==> config.mk <==
export PLATFORM = sky130hd
export DESIGN_NAME = hazard_detection_unit
export DESIGN_NICKNAME = d
export VERILOG_FILES = /design/src/rtl/hazard_detection_unit.sv
export SDC_FILE = /design/constraint.sdc
export NUM_CORES = 1
export LEC_CHECK = 0
export CORE_ASPECT_RATIO = 0.75
export CORE_MARGIN = 2
export CORE_UTILIZATION = 30
export CTS_BUF_LIST = sky130_fd_sc_hd__clkbuf_4 sky130_fd_sc_hd__clkbuf_8
export DETAILED_ROUTE_END_ITERATION = 7
export PLACE_DENSITY = 0.66
export SLEW_MARGIN = 20
export SYNTH_ARGS = -nofsm -noshare
export SYNTH_HDL_FRONTEND = slang
export SYNTH_SLANG_ARGS = --single-unit
==> constraint.sdc <==
create_clock -name clk -period 1.8 [get_ports clk]
set_input_delay 0.36 -clock clk [delete_from_list [all_inputs] [get_ports clk]]
set_output_delay 0.36 -clock clk [all_outputs]
set_load 0.02 [all_outputs]
==> src/rtl/hazard_detection_unit.sv <==
// Load-use hazard detector between ID and EX: combinational stall/enable generation
// plus a registered previous-stall flag and a saturating stall-cycle counter.
module hazard_detection_unit #(
    parameter int CNT_W = 16
) (
    input  logic             clk,
    input  logic             rst_n,
    input  logic             MemRead_EX,
    input  logic [4:0]       Rs_ID,
    input  logic [4:0]       Rt_ID,
    input  logic [4:0]       Rt_EX,
    output logic             Stall,
    output logic             PC_Write,
    output logic             IF_ID_Write,
    output logic             Bubble_EX,
    output logic             Stall_Prev,
    output logic [CNT_W-1:0] Stall_Count
);

    localparam logic [CNT_W-1:0] CNT_MAX = {CNT_W{1'b1}};
    localparam logic [CNT_W-1:0] CNT_ONE = CNT_W'(1);

    logic             rs_match;
    logic             rt_match;
    logic             dest_nonzero;
    logic             hazard;
    logic             stall_prev_reg;
    logic [CNT_W-1:0] stall_count_reg;
    logic [CNT_W-1:0] stall_count_next;

    // A load to $zero never creates a dependency, so it is excluded outright.
    assign rs_match     = (Rt_EX == Rs_ID);
    assign rt_match     = (Rt_EX == Rt_ID);
    assign dest_nonzero = (Rt_EX != 5'd0);
    assign hazard       = rst_n & MemRead_EX & dest_nonzero & (rs_match | rt_match);

    assign Stall       = hazard;
    assign PC_Write    = ~hazard;
    assign IF_ID_Write = ~hazard;
    assign Bubble_EX   = hazard;

    always_comb begin
        stall_count_next = stall_count_reg;
        if (hazard && (stall_count_reg != CNT_MAX)) begin
            stall_count_next = stall_count_reg + CNT_ONE;
        end
    end

    always_ff @(posedge clk or negedge rst_n) begin
        if (!rst_n) begin
            stall_prev_reg  <= 1'b0;
            stall_count_reg <= '0;
        end else begin
            stall_prev_reg  <= hazard;
            stall_count_reg <= stall_count_next;
        end
    end

    assign Stall_Prev  = stall_prev_reg;
    assign Stall_Count = stall_count_reg;

endmodule

* Yosys cells after proc, flatten, opt, wreduce, memory -nomap -nowiden *
Cells that the tools add are included.

word-level totals
  register bits after elaboration = 17
  output and inout bits = 21
  logic and storage cells = 13

cells by class
  $add $sub $neg = 1
  equality and inequality tests = 3
  bitwise operators = 5
  reduce and logical (&&, ||, !) cells = 2

operators with widths
  cell                                           number
  adder 16 x 1 -> 16 bit, second input constant  1
  inequality test 16 bit, second input constant  1
  == test 5 bit                                  2
  nonzero test 5 bit                             1
  AND 1 bit                                      3
  logical AND 1 bit                              1
  inverter 1 bit                                 1
  bitwise OR 1 bit                               1

* Logic depth before layout (Yosys ltp) *
Gate-level depths: netlist of the first run.

  depth after elaboration = 4
  gate-level depth with buffers = 6
  depth with buffers taken out = 6

* Worst setup path after synthesis of the first run *
No wires, ideal clock.

  kind = input to output
  start point = input Rt_EX[0]
  end point = output Stall
  arrival time = 1.821 ns
  required time = 1.440 ns
  setup slack = -0.381 ns
  stages on the path = 5
  path buffers = 1
  cells stage by stage = or4_4 -> o211ai_4 -> nand2b_1 -> inv_1 -> buf_4

between the ends
  cells in the longest elaborated chain, start to end = 3

ends and longest elaborated chain
  what                                                  RTL line  RTL
  start: declaration                                    11        input logic [4:0] Rt_EX,
  == test 5 bit, or another cell as far along           32        assign rs_match = (Rt_EX == Rs_ID);
  bitwise OR 1 bit / AND 1 bit (equally long branches)  35        assign hazard = rst_n & MemRead_EX & dest_nonzero & (rs_match | rt_match);
  AND 1 bit *                                           35
  end: declaration                                      12        output logic Stall,

Mark *: on every way between the ends. The rest lies on a longest branch, timed or not.

* Final worst setup path of the first run *
  start point = input Rt_EX[4]
  end point = output Stall

Same word-level chain as after synthesis.

==> flow_metrics.tcl, run 1 <==
set metrics [dict create \
    outcome "finished, violations left" \
    violations "setup timing" \
    arrival_ns 1.50 \
    vdd_drop_max_v 0.000550 \
    hold_viol 0 \
    cts_tree "yes" \
    track_usage_pct 13.3 \
    p_leak_uw 0.000720 \
    nNetsFinal 170 \
    yosysTopAreaCell "dfrtp_1" \
    num_vias 903 \
    swShare_pct 27.5 \
    ant_nets 0 \
    cp_common_cell "buf_6" \
    clk_latency_ns 0.25 \
    synth_cell_type_count 23 \
    first_iter_violations 53 \
    die_h_um 54.3 \
    skew_ns 0.00269 \
    syn-num-nets 114 \
    cts_buffers 3 \
    worst_pin_slew_ns 0.359 \
    clock-root-buffer "clkbuf_8" \
    num_rows 18 \
    crit_required_ns 1.44 \
    syn_to_final_growth_pct 57.3 \
    worstHoldPathCells 1 \
    wl_per_cell_um 12.5 \
    ys.flop_type "dfrtp_1" \
    rsz0062_at_grt "yes" \
    cts_sinks 17 \
    regToRegEndpoint "Stall_Count[15]" \
    drt_wl_total_um 2380 \
    setup_slack_ns -0.0601 \
    seq_power_share_pct 41.2 \
    synth-seq-area-share_pct 42.0 \
    grt_max_degree 18 \
    holdWs_ns 0.493 \
    ys_top_cells_by_count "xnor2_1 (25), dfrtp_1 (17), nand3_1 (9), nand4_1 (9), and3_1 (7)" \
    worstHoldStart "Stall_Count[11]" \
    synth-seq-cells 17 \
    synthDominantCellAreaShare_pct 42.0 \
    num-fill-cells 292 \
    drive_above_1_share_pct 25.3 \
    port_buffers 38 \
    crit_fanout 3 \
    antenna_found_initial 0 \
    vias_per_cell 4.75 \
    min_path_type "flip-flop to flip-flop" \
    grt_pass1_vias 871 \
    yosysMostFrequentCell "xnor2_1" \
    cp-start-kind "input pin" \
    hpwl_um 1900 \
    cpMaxStageDelayCell "or4_4" \
    worst_hold_path.endpoint "Stall_Count[11]" \
    placed_area_sq_um 1550 \
    cts_hold_buf 0 \
    crit_path_max_incr_delay_ns 0.54 \
    p_clk_share_pct 29.5 \
    finalSetupViolations 4 \
    power.total_uw 1030 \
    end_kind "output pin" \
    rrSetupSlack_ns 0.09 \
    crit_type "input pin to output pin" \
    relSlewSlack_pct 75.9 \
    netlist_instances 95 \
    pwr-share-comb_pct 29.3 \
    crit_chain "buf_6 > or4_4 > o211ai_4 > nand2b_4 > inv_4 > buf_6" \
    r2r_cells 6 \
    grt_pass1_wl_um 3950 \
    syn_area_per_cell_sq_um 10.7 \
    synth-edff-count 0 \
    n_antenna_cell 0 \
    cts.path.max_buffers 2 \
    power_density_nw_per_um2 646 \
    drc 0 \
    place_congestion 0.731 \
    core-area_sq_um 3270 \
    synthArstFlopShare_pct 100 \
    firstDrtPassIters 4 \
    timing.max_cap.violations 0 \
    cts.reportedPaths.clkPinSlew_ns 0.07 \
    overflow 0 \
    dieWidth_um 71.1 \
    fin_crit_sh_pct 103 \
    die-area_sq_um 3860 \
    initial_core_util_pct 31.0 \
    synth_area_sq_um 1010 \
    min_period_ns 1.86 \
    fmax_ghz 0.538 \
    htree_num_levels 1 \
    p_int_uw 746 \
    postLayoutCellArea_sq_um 1590 \
    top_level_ports 39 \
    worstReg2RegStart "Stall_Count[0]" \
    synth_area_leaders "dfrtp_1 (42%), xnor2_1 (22%), nand4_1 (5.6%)" \
    p_sw_uw 283 \
    yosys_warnings 0 \
    finalMaxSlewViolations 0 \
]
## layout by cell type, fill, tap and decap left out
cell type,instances
nand3b_1,1
inv_1,2
nor4_4,2
nand4_1,9
xnor2_1,25
clkdlybuf4s50_1,19
mux2_4,1
inv_4,1
buf_6,3
nand2_1,5
buf_4,18
nor3_2,1
and3_1,7
dlymetal6s2s_1,2
nand3_1,9
clkbuf_8,3
dlygate4sd2_1,9
buf_2,2
nor4_1,1
or4_4,1
nor2_4,1
ha_1,1
clkbuf_4,1
nand2b_4,1
o22ai_2,1
clkdlybuf4s15_1,1
dfrtp_1,17
nor2_1,4
nand2_4,1
o211ai_4,1
## per-stage QoR
| step | utilization [%] | TNS, ns | std cells | worst slack [ns] |
|---|---|---|---|---|
| CTS | 48.4 | -0.221 | 190 | -0.0639 |
| global route | 48.8 | -0.379 | 190 | -0.103 |
| global placement | 47.6 | -9.02 | 186 | -0.865 |
| detailed placement | 47.6 | -9.20 | 186 | -0.881 |
| floorplan | - | -0.322 | 95 | -0.164 |
| finish | 48.8 | -0.201 | 190 | -0.0601 |
## power groups by stage
stage / Clock [uW] / Combinational [uW] / Sequential, uW
4_1_cts: 310 / 306 / 425
2_1_floorplan: 0 / 91.7 / 474
3_3_place_gp: 0 / 307 / 429
6_report: 303 / 301 / 424
5_1_grt: 330 / 327 / 428
3_5_place_dp: 0 / 312 / 432
## how the worst max path moves through the flow
stage,to,start,slack [ns]
after global routing,Stall,Rt_EX[4],-0.10
final,Stall,Rt_EX[4],-0.06
after global placement,IF_ID_Write,Rt_EX[0],-0.87
after detailed placement,IF_ID_Write,Rt_EX[0],-0.88
after CTS,Stall,Rt_EX[4],-0.06
after floorplan,Stall,Rt_EX[0],-0.16
## final cells by class
class	instances	area, sq um	share of cell area, %
Sequential cell	17	425	26.7
Inverter	3	13.8	0.863
Clock buffer	4	48.8	3.06
Tap cell	40	50.0	3.14
Timing Repair Buffer	54	483	30.3
Multi-Input combinational cell	72	573	35.9
## state kept, by name, indices dropped and copies added, names as in the netlist
register,flops
Stall_Count,16
Stall_Prev,1
## per-layer routing
layer,GRT usage (%),routed length (um),share of wire (%),vias up
li1,-,-,-,443
met1,17.9,1150,48,432
met2,21.8,1110,46,24
met3,3.31,97,4.1,4
met4,3.77,26,1.1,0
met5,0,0,0,-
## worst max-delay path: cells and delay by family
| family | cells | cell delay (ns) |
|---|---|---|
| AOI/OAI and AO/OA | 1 | 0.17 |
| buffers and inverters | 3 | 0.25 |
| and+or+nand+nor | 2 | 0.71 |
## timing repair
item,CTS,global route
hold endpoints to repair,0,0
setup buffers,0,0
setup endpoints to repair,20,5
gates resized for setup,46,3
pin swaps,9,4
## cells by family (layout without fill, tap and decap cells)
kind of cell             Yosys count  in the layout  synth area share, %
adder cells (fa/ha/maj)            1              1                 1.23
AO/OA/AOI/OAI                      2              2                 3.33
XOR/XNOR                          25             25                 21.6
multiplexers                       1              1                 1.48
buffers and inverters              6             61                 3.09
AND/OR/NAND/NOR                   43             43                 27.3
flip-flops                        17             17                 42.0
Note: power is estimated with default switching activity, not from simulation.
==> inputs of run 2 (changes only) <==
--- a/config.mk
+++ b/config.mk
@@ -6,7 +6,7 @@
 export NUM_CORES = 1
 export LEC_CHECK = 0
 export CORE_ASPECT_RATIO = 0.75
-export CORE_MARGIN = 2
+export CORE_MARGIN = 8
 export CORE_UTILIZATION = 30
 export CTS_BUF_LIST = sky130_fd_sc_hd__clkbuf_4 sky130_fd_sc_hd__clkbuf_8
 export DETAILED_ROUTE_END_ITERATION = 7
==> run 2 against run 1 <==
Effect of this change: the run still ends with setup timing left; via count grew 0.22%; worst hold slack lost 0.29 ns; first-iteration DRC count shrank 38%; global-route usage shrank 2.9 points; clock power is essentially flat; clock skew is essentially flat; non-clock buffer count grew 4; cell count grew 2.1%; worst setup slack lost 0.012 ns; critical path depth is the same; power grew 1.8%; critical path type unchanged; critical endpoint unchanged; largest cell class unchanged; highest routed layer is now met3.
==> flow_metrics.tcl, run 2 (same netlist as run 1, synthesis figures left out) <==
set metrics [dict create \
    final_common_cell "xnor2_1" \
    fmax_ghz 0.534 \
    worstReg2RegStart "Stall_Count[1]" \
    r2r_cells 6 \
    use_met1_pct 10.7 \
    port_buffers 38 \
    use_met3_pct 4.31 \
    power_density_nw_per_um2 633 \
    cts_tree "yes" \
    overflow 0 \
    crit_start "Rt_EX[2]" \
    n_antenna_cell 0 \
    num_vias 905 \
    firstDrtPassIters 4 \
    vdd_drop_max_v 0.000540 \
    top_usage_layer "met2" \
    initial_core_util_pct 31.0 \
    ant_nets 0 \
    drt_wl_total_um 2710 \
    finalMaxSlewViolations 0 \
    cts.reportedPaths.clkPinSlew_ns 0.07 \
    syn_to_final_growth_pct 63.3 \
    timing.max_cap.violations 0 \
    drc 0 \
    crit_type "input pin to output pin" \
    finalSetupViolations 4 \
    dieWidth_um 83.1 \
    fin_crit_sh_pct 104 \
    grt_pass1_vias 1024 \
    die_h_um 66.3 \
    setup_tns_ns -0.259 \
    outcome "finished, violations left" \
    cp-start-kind "input pin" \
    drive_above_1_share_pct 29.2 \
    holdWs_ns 0.205 \
    place_congestion 0.747 \
    top_level_ports 39 \
    grt_use_met2_pct 19.8 \
    violations "setup timing" \
    grt_pass1_wl_um 4760 \
    htree_num_levels 1 \
    nNetsFinal 174 \
    p_leak_uw 0.000755 \
    worst_pin_slew_ns 0.305 \
    grt_max_degree 18 \
    wl_per_cell_um 13.9 \
    cts_hold_buf 0 \
    vias_per_cell 4.66 \
    crit_required_ns 1.44 \
    clock-root-buffer "clkbuf_8" \
    rsz0062_at_grt "yes" \
    cts_buffers 3 \
    crit_fanout 3 \
    post-place-ws_ns -0.944 \
    min_period_ns 1.87 \
    cts.path.max_buffers 2 \
    track_usage_pct 10.4 \
    setup_slack_ns -0.0726 \
    skew_ns 0.00246 \
    end_kind "output pin" \
    rrSetupSlack_ns 0.04 \
    antenna_found_initial 0 \
    cts_sinks 17 \
    hold_viol 0 \
    core-area_sq_um 3270 \
    first_iter_violations 33 \
    mostFrequentLayoutCells "xnor2_1 (25), buf_4 (21), dfrtp_1 (17), clkdlybuf4s50_1 (17)" \
    min_path_type "input pin to async pin" \
    arrival_ns 1.51 \
    die-area_sq_um 5510 \
    relSlewSlack_pct 79.5 \
    largest_reg_flops 16 \
    num_rows 18 \
    clk_latency_ns 0.25 \
    regToRegEndpoint "Stall_Count[1]" \
    hpwl_um 2200 \
]
[run 2: cell count changes in the layout (fill, tap and decap cells not counted), moves of 2 or more]
cell / previous run / this run
buf_6: 3 / 5
buf_4: 18 / 21
dlymetal6s2s_1: 2 / 4
clkdlybuf4s50_1: 19 / 17
[run 2: power breakdown]
group	internal, uW	switching (uW)	leakage, uW
Clock	172	128	0.0000262
Combinational	178	143	0.000493
Sequential	408	17.9	0.000235
Total	758	289	0.000755
[run 2: timing repair]
| action | 4_1_cts | 5_1_grt |
|---|---|---|
| pin swaps | 13 | 15 |
| resized for setup | 50 | 9 |
| endpoints found under the setup margin | 20 | 17 |
| buffers inserted | 2 | 3 |
[run 2: worst max-delay path by stage]
stage,end,slack (ns)
2_1_floorplan,Stall,-0.16
3_3_place_gp,IF_ID_Write,-0.92
3_5_place_dp,IF_ID_Write,-0.94
4_1_cts,Stall,-0.07
5_1_grt,Stall,-0.11
6_report,Stall,-0.07
[run 2: critical path: stages]
cell and delay [ns]:
buf_6 0.09, or4_4 0.54, o211ai_4 0.18, nand2b_4 0.18, inv_4 0.04, buf_6 0.12
[run 2: metal layers]
metal / up-vias / share of wire [%]
met2: 14 / 53
met1: 437 / 41
met4: 0 / 0
met5: - / 0
li1: 454 / -
met3: 0 / 5.7
[run 2: final cells by class]
cell class,count,area [sq um]
fill,295,1610
sequential,17,425
tap,40,50.0
timing repair buffer,58,523
inverter,3,13.8
multi-input combinational,72,594
clock buffer,4,48.8
[run 2: metrics by stage]
| stage | std cells | power (uW) | area [sq um] | util (%) |
|---|---|---|---|---|
| after global routing | 194 | 1110 | 1660 | 50.7 |
| after floorplan | 95 | 566 | 1030 | - |
| after global placement | 185 | 737 | 1550 | 47.4 |
| after detailed placement | 185 | 743 | 1550 | 47.4 |
| after CTS | 191 | 1050 | 1610 | 49.3 |
| final | 194 | 1050 | 1660 | 50.7 |
